--- src/rtl/vga_pkg.sv ---
// Shared VGA definitions: fetch FSM states, pixel modes, bytes-per-pixel lookup
// and the register bitfield widths.
package vga_pkg;

  localparam int unsigned TIMING_W  = 16;
  localparam int unsigned VISIBLE_W = 16;
  localparam int unsigned BRULEN_W  = 8;

  typedef enum logic [1:0] {
    IDLE = 2'b00,
    AR   = 2'b01,
    R    = 2'b10
  } fetch_state_t;

  typedef enum logic [1:0] {
    RGB332 = 2'd0,
    RGB444 = 2'd1,
    RGB555 = 2'd2,
    RGB565 = 2'd3
  } pix_mode_t;

  function automatic logic [1:0] bpp(input pix_mode_t mode);
    return (mode == RGB332) ? 2'd1 : 2'd2;
  endfunction

endpackage

--- src/rtl/vga_fb_fetch_ctrl.sv ---
// Framebuffer read scheduler: one AXI read burst at a time, double-buffered base.
// Optional VGA_FETCH_UNDERRUN_EN adds the underrun pulse and a debug counter.
module vga_fb_fetch_ctrl
  import vga_pkg::*;
#(
  parameter int unsigned ADDR_WIDTH = 32,
  parameter int unsigned FIFO_AW    = 8
) (
  input  logic                  clk_i,
  input  logic                  rst_n_i,
  input  logic                  en_i,
  input  logic [1:0]            mode_i,
  input  logic [BRULEN_W-1:0]   brulen_i,
  input  logic [VISIBLE_W-1:0]  hvlen_i,
  input  logic [VISIBLE_W-1:0]  vvlen_i,
  input  logic [31:0]           fbba1_i,
  input  logic [31:0]           fbba2_i,
  input  logic                  vbse_i,
  input  logic                  frame_start_i,
  input  logic [FIFO_AW:0]      fifo_free_i,
  output logic                  ar_valid_o,
  input  logic                  ar_ready_i,
  output logic [ADDR_WIDTH-1:0] ar_addr_o,
  output logic [7:0]            ar_len_o,
  input  logic                  r_valid_i,
  input  logic                  r_last_i,
  output logic                  cfb_o,
  output logic                  vbsif_set_o,
  output logic                  busy_o,
  output logic                  underrun_o
);

  localparam int unsigned CNT_W = 32;

  fetch_state_t          state;
  logic [CNT_W-1:0]      word_cnt;
  logic [CNT_W-1:0]      frame_words;
  logic [ADDR_WIDTH-1:0] base;
  logic                  pending;

  logic [CNT_W-1:0]      req_len;
  logic [CNT_W-1:0]      cap_len;
  logic [CNT_W-1:0]      remaining;
  logic [CNT_W-1:0]      blen;
  logic [CNT_W-1:0]      new_words;
  logic                  restart;
  logic                  new_cfb;

  // Burst sizing, frame size and restart decode
  always_comb begin
    req_len   = CNT_W'(brulen_i) + CNT_W'(1);
    cap_len   = CNT_W'(1) << FIFO_AW;
    remaining = frame_words - word_cnt;
    blen      = req_len;
    if (cap_len < blen)   blen = cap_len;
    if (remaining < blen) blen = remaining;
    new_words = (CNT_W'(hvlen_i) * CNT_W'(vvlen_i) * CNT_W'(bpp(pix_mode_t'(mode_i)))
                 + CNT_W'(3)) >> 2;
    restart   = (state == IDLE) && en_i && (frame_start_i || pending);
    new_cfb   = cfb_o ^ vbse_i;
  end

  always_ff @(posedge clk_i) begin
    if (!rst_n_i) begin
      state       <= IDLE;
      word_cnt    <= '0;
      frame_words <= '0;
      base        <= '0;
      pending     <= 1'b0;
      ar_valid_o  <= 1'b0;
      ar_addr_o   <= '0;
      ar_len_o    <= '0;
      cfb_o       <= 1'b0;
      vbsif_set_o <= 1'b0;
      busy_o      <= 1'b0;
    end else begin
      vbsif_set_o <= 1'b0;
      // A frame start during an open transaction is deferred until it drains
      if (frame_start_i && busy_o && state != IDLE) pending <= 1'b1;
      case (state)
        IDLE: begin
          if (restart) begin
            pending     <= 1'b0;
            if (vbse_i) begin
              cfb_o       <= new_cfb;
              vbsif_set_o <= 1'b1;
            end
            base        <= ADDR_WIDTH'(new_cfb ? fbba2_i : fbba1_i);
            frame_words <= new_words;
            word_cnt    <= '0;
            busy_o      <= (new_words != '0);
          end else begin
            if (!en_i) pending <= 1'b0;
            if (busy_o && en_i && word_cnt < frame_words && CNT_W'(fifo_free_i) >= blen) begin
              state      <= AR;
              ar_valid_o <= 1'b1;
              ar_addr_o  <= base + ADDR_WIDTH'(word_cnt << 2);
              ar_len_o   <= 8'(blen - CNT_W'(1));
            end else if (busy_o && (!en_i || word_cnt >= frame_words)) begin
              busy_o <= 1'b0;
            end
          end
        end
        AR: begin
          if (ar_ready_i) begin
            ar_valid_o <= 1'b0;
            state      <= R;
            word_cnt   <= word_cnt + CNT_W'(ar_len_o) + CNT_W'(1);
          end
        end
        R: begin
          if (r_valid_i && r_last_i) state <= IDLE;
        end
        default: state <= IDLE;
      endcase
    end
  end

`ifdef VGA_FETCH_UNDERRUN_EN
  logic        underrun_q;
  logic [15:0] underrun_cnt;

  // Underrun pulse plus saturating debug count
  always_ff @(posedge clk_i) begin
    if (!rst_n_i) begin
      underrun_q   <= 1'b0;
      underrun_cnt <= '0;
    end else begin
      underrun_q <= frame_start_i && busy_o;
      if (frame_start_i && busy_o && underrun_cnt != 16'hFFFF)
        underrun_cnt <= underrun_cnt + 16'd1;
    end
  end

  assign underrun_o = underrun_q;
`else
  assign underrun_o = 1'b0;
`endif

endmodule

--- config.mk ---
export PLATFORM = sky130hd
export DESIGN_NAME = vga_fb_fetch_ctrl
export DESIGN_NICKNAME = d
export VERILOG_FILES = /design/src/rtl/vga_pkg.sv /design/src/rtl/vga_fb_fetch_ctrl.sv
export SDC_FILE = /design/constraint.sdc
export NUM_CORES = 1
export LEC_CHECK = 0
export BUFFER_PORTS_ARGS = -buffer_cell sky130_fd_sc_hd__buf_2
export CAP_MARGIN = 0
export CORE_MARGIN = 2
export CORE_UTILIZATION = 45
export CTS_CLUSTER_SIZE = 24
export DETAILED_ROUTE_END_ITERATION = 8
export PLACE_DENSITY = 0.7
export SYNTH_ARGS = -nofsm -noshare
export SYNTH_HDL_FRONTEND = slang
export SYNTH_SLANG_ARGS = --single-unit
export TNS_END_PERCENT = 50
--- constraint.sdc ---
create_clock -name clk_i -period 12.6 [get_ports clk_i]
set_input_delay 1.89 -clock clk_i [delete_from_list [all_inputs] [get_ports clk_i]]
set_output_delay 1.89 -clock clk_i [all_outputs]
set_load 0.05 [all_outputs]
======== After elaboration in Yosys (flattened, before gate mapping) ========
Cells that the tools add are included.
storage, ports and cells
  latch bits .............................. 0
  output and inout bits ................... 45
  logic and storage cells ................. 85
  ROM bits ................................ 0
  bits of input ports ..................... 123
  RAM bits ................................ 0
  memories ................................ 0
  register bits after elaboration ......... 141
operators by class
  bitwise gates (word level) .............. 2
  multiply operators ...................... 2
  muxes and demuxes ....................... 24
  reductions and logical operators ........ 26
  order comparisons ....................... 5
  div/mod/pow operators ................... 0
  add/subtract/negate cells ............... 7
  shift-type cells ........................ 0
  eq/ne operators ......................... 8
operators with widths
  cell                                                                number
  32-bit 2-to-1 mux                                                   4
  32-bit one-hot mux with 2 select lines                              1
  32-bit by 1-bit adder with 32-bit output, second input constant     1
  32-bit by 2-bit adder with 32-bit output, second input constant     1
  32-bit adder                                                        1
  32-bit by 8-bit adder with 32-bit output                            1
  32-bit by 30-bit greater-or-equal comparator with 1-bit output      1
  9-bit by 32-bit greater-or-equal comparator with 1-bit output       1
  32-bit by 30-bit < comparator with 1-bit output                     1
  32-bit < comparator                                                 1
  16-bit by 16-bit multiplier with 32-bit output                      1
  32-bit by 2-bit multiplier with 32-bit output                       1
  32-bit nonzero test                                                 1
  30-bit by 32-bit subtractor with 32-bit output                      1
  3-bit AND reduction                                                 5
  1-bit 2-to-1 mux                                                    11
  2-bit 2-to-1 mux                                                    5
  2-bit inequality test, second input constant                        5
  8-bit by 1-bit adder with 9-bit output, second input constant       1
  1-bit logical AND                                                   9
  9-bit < comparator, first input constant                            1
  9-bit 2-to-1 mux                                                    1
  4-bit AND reduction                                                 2
  8-bit by 1-bit subtractor with 8-bit output, second input constant  1
  other kinds (12)                                                    16

======== Longest topological paths before layout ========
  depth after elaboration ................. 10
  depth in mapped cells ................... 36
  gate-level depth less buffers ........... 33

======== Least setup slack after synthesis ========
OpenSTA, ideal clock, no wires.
  kind .................................... input -> register
  start ................................... input port vvlen_i[1]
  end ..................................... register busy_o
  arrival time ............................ 8.849 ns
  setup time .............................. 0.127 ns
  cell stages on the path ................. 25
  path buffers ............................ 2
  required time ........................... 12.473 ns
  slack ................................... 3.624 ns
  cells stage by stage .................... clkbuf_1 > nand2_1 > fa_1 > fa_1 > fa_1 > fa_1 > inv_1 > fa_1 > inv_1 > fa_1 > inv_1 > ha_1 > a211oi_1 > o21bai_1 > a211oi_1 > o21ai_0 > mux2i_1 > or3_1 > buf_2 > or4_4 > or4_4 > a221oi_2 > o2111ai_1 > nor4_1 > a21oi_1
on the way
  cells in the longest elaborated chain, start to end .. 5
RTL lines
  item                                            RTL line                 RTL
  start: declaration                              vga_fb_fetch_ctrl.sv:15  input logic [VISIBLE_W-1:0] vvlen_i,
  16-bit by 16-bit multiplier with 32-bit output  vga_fb_fetch_ctrl.sv:57  new_words = (CNT_W'(hvlen_i) * CNT_W'(vvlen_i) * CNT_W'(bpp(pix_mode_t'(mode_i)))
  32-bit by 2-bit multiplier with 32-bit output   vga_fb_fetch_ctrl.sv:57
  32-bit by 2-bit adder with 32-bit output        vga_fb_fetch_ctrl.sv:58  + CNT_W'(3)) >> 2;
  32-bit nonzero test                             vga_fb_fetch_ctrl.sv:91  busy_o <= (new_words != '0);
  1-bit 2-to-1 mux                                vga_fb_fetch_ctrl.sv:82  if (restart) begin
  end signal: assignment                          vga_fb_fetch_ctrl.sv:91
  end: declaration                                vga_fb_fetch_ctrl.sv:29  output logic busy_o,
Every way passes these cells.
A chain may end at the register's enable or synchronous reset.

======== Worst setup path after layout ========
  start ................................... input port hvlen_i[15]
  end ..................................... register busy_o
on the way
  cells in the longest elaborated chain, start to end .. 5
RTL lines
  item                                            RTL line                 RTL
  start: declaration                              vga_fb_fetch_ctrl.sv:14  input logic [VISIBLE_W-1:0] hvlen_i,
  16-bit by 16-bit multiplier with 32-bit output  vga_fb_fetch_ctrl.sv:57
  32-bit by 2-bit multiplier with 32-bit output   vga_fb_fetch_ctrl.sv:57
  32-bit by 2-bit adder with 32-bit output        vga_fb_fetch_ctrl.sv:58
  32-bit nonzero test                             vga_fb_fetch_ctrl.sv:91
  1-bit 2-to-1 mux                                vga_fb_fetch_ctrl.sv:82
Every way passes these cells.

==> results.cfg <==
[sta]
clock.fmax_ghz = 0.108
slew_headroom = 0.336
finalCritPeriodShare = 0.735
worstMarginPinSlew_ps = 984
fin_skew_ps = 10.4
finalSetupViolations = 0
fin_crit_ps = 9260
rsz0062_at_grt = false
hold_viol = 0
drv_slew = 0
tns_ps = 0

[cells_and_area]
fin_nets = 3244
drive_above_1_share = 0.0908
final_cell_mix = nand2_1 (325), inv_1 (322), nor2_1 (205)
fin_util = 0.496
stdcell_area_mm2 = 0.0226
final_common_cell = nand2_1
fill_cells = 4465
diodes = 0
area_delta_synth_final_pct = 8.81

[grt]
grt_max_degree = 84
grt_overflow = 0
met2_usage = 0.401
grt_pass1_wl_mm = 93.0
grt_use_total = 0.238
busiest_layer = met2
met3_usage = 0.0309
grt_pass1_vias = 19055
antenna_found_initial = 0
met1_usage = 0.324

[placement]
place_area_mm2 = 0.0220
io_buffers = 166
globalplace.congestion = 0.904
dp_hpwl_mm = 44.5

[yosys]
syn_area_per_cell_um2 = 7.82
async_flop_share = 0
ys_seq_area_frac = 0.136
yosys_register_bits = 141
postSynthCellCount = 2652
synth_top_area_frac = 0.191
synth-edff-count = 0
synth_area_mm2 = 0.0207
yosys_warnings = 0
synthFlopType = dfxtp_1
yosysUniqueCellTypes = 88
yosys.area.top_type = fa_1
yosys-top-cells-area = fa_1 (19%), dfxtp_1 (14%), ha_1 (12%)

[critical_path]
crit_arrival_ps = 9560
crit_type = in -> reg
reg2reg_slack_ps = 3820
cp.required_ps = 12900
crit_path_max_fanout = 16
startpoint_type = primary input
end_kind = register

[drt]
drc = 0
wl_mm = 56.0
vias = 19133
ant_nets = 0
vias_per_cell = 5.73
drt_iter0_drc = 1505
dr.pass1.iters = 6
wire_per_inst_um = 16.7

[floorplan]
die_y_um = 219
dieWidth_um = 219
io_pins = 168
initial_core_util = 0.456
die-area_mm2 = 0.0478
row_count = 78
core_mm2 = 0.0455

[job]
maxCapViolations = 0

[clocking]
cts_tree = done
post-cts-setup-buffers = 0
cts_buffers = 17
clk_pin_slew_worst_paths_ps = 60
cts_resized = 0
clock-sinks = 141
clkLatencyLatePin_ps = 440
clock-root-buffer = clkbuf_16
clock_path_buffers = 2
cts_hold_buf = 0
htreeDepth = 4

[hold_path]
min_path_type = reg -> reg

[run_status]
run_status = finished clean
-- Yosys cell counts, types with 8 or more instances --
master       n
xnor2_1     62
nand2_1    325
or4_1        8
buf_2        8
o31ai_1     12
ha_1       192
or2_2       13
o2111ai_1    9
nand4_1     24
a211oi_1    65
dfxtp_1    141
a21o_1      50
a311oi_1    10
nor2b_1     16
clkbuf_1   107
o211ai_1    22
a31oi_1     29
o21a_1      23
fa_1       198
a21oi_1    153
xor2_1      37
and2_1     122
o21bai_1    14
a21boi_0     8
inv_1      323
or3_1       22
nor2_1     207
o21ai_0     87
nor3b_1     10
nand3_1     59
nor4_1      27
nand2b_1    17
mux2i_1     57
a22oi_1      8
nor3_1      59
a2111oi_0   10
and3_1      17
-- metal layers --
| metal | vias to the layer above | part of all wire |
|---|---|---|
| li1 | 9216 | - |
| met1 | 9301 | 0.45 |
| met2 | 535 | 0.48 |
| met3 | 81 | 0.051 |
| met4 | 0 | 0.019 |
| met5 | - | 0 |
-- layout make-up --
cell class,instances,area (µm²),share of cell area
repair buffers,176,906,0.0401
clock buffers,21,480,0.0213
flip-flops and latches,141,2820,0.125
multi-input cells,2072,16300,0.722
inverters,323,1210,0.0538
well taps,600,751,0.0333
clock inverters,9,110,0.00488
-- final timing paths --
path           startpoint            end  depth (start not counted)
max           hvlen_i[15]         busy_o                         24
max reg2reg   word_cnt[0]  ar_addr_o[28]                         31
min reg2reg  ar_addr_o[5]   ar_addr_o[5]                          2
min          ar_addr_o[5]   ar_addr_o[5]                          2
-- sequential cells by signal (all words and copies together), names as in the netlist --
name,flops
ar_addr_o,32
base,32
word_cnt,32
frame_words,30
ar_len_o,8
state,2
ar_valid_o,1
busy_o,1
cfb_o,1
pending,1
vbsif_set_o,1
-- per-stage QoR --
stage                     instances  setup WS (ps)  hold WS, ps
final                          3342           3340          448
after global routing           3342           2750          472
after CTS                      3342           3400          450
after detailed placement       3312           2940          443
after global placement         3312           2990          439
after floorplan                2653           3620          436
-- cell families after synthesis --
logic type / share of synthesized area
mux: 0.0291
buf+inv: 0.0803
other cells: 0.000181
fa+ha+maj: 0.307
flops: 0.136
simple gates: 0.225
xor+xnor: 0.0418
compound gates: 0.181
-- critical path: stages --
cell and delay, ps:
buf_2 290, nand2_1 160, fa_1 530, fa_1 540, inv_1 50, fa_1 500
fa_1 510, fa_1 490, inv_1 50, fa_1 480, inv_1 40, ha_1 430
and2_1 200, and3_1 200, nand2_1 60, o21ai_0 510, mux2i_1 190, or3_1 470
or4_4 630, or4_4 570, a221oi_2 240, o2111ai_1 160, nor4_1 270, a21oi_1 90
Power is not shown: default switching activity piles up to over one toggle a cycle in this logic, so the estimate is an artifact.
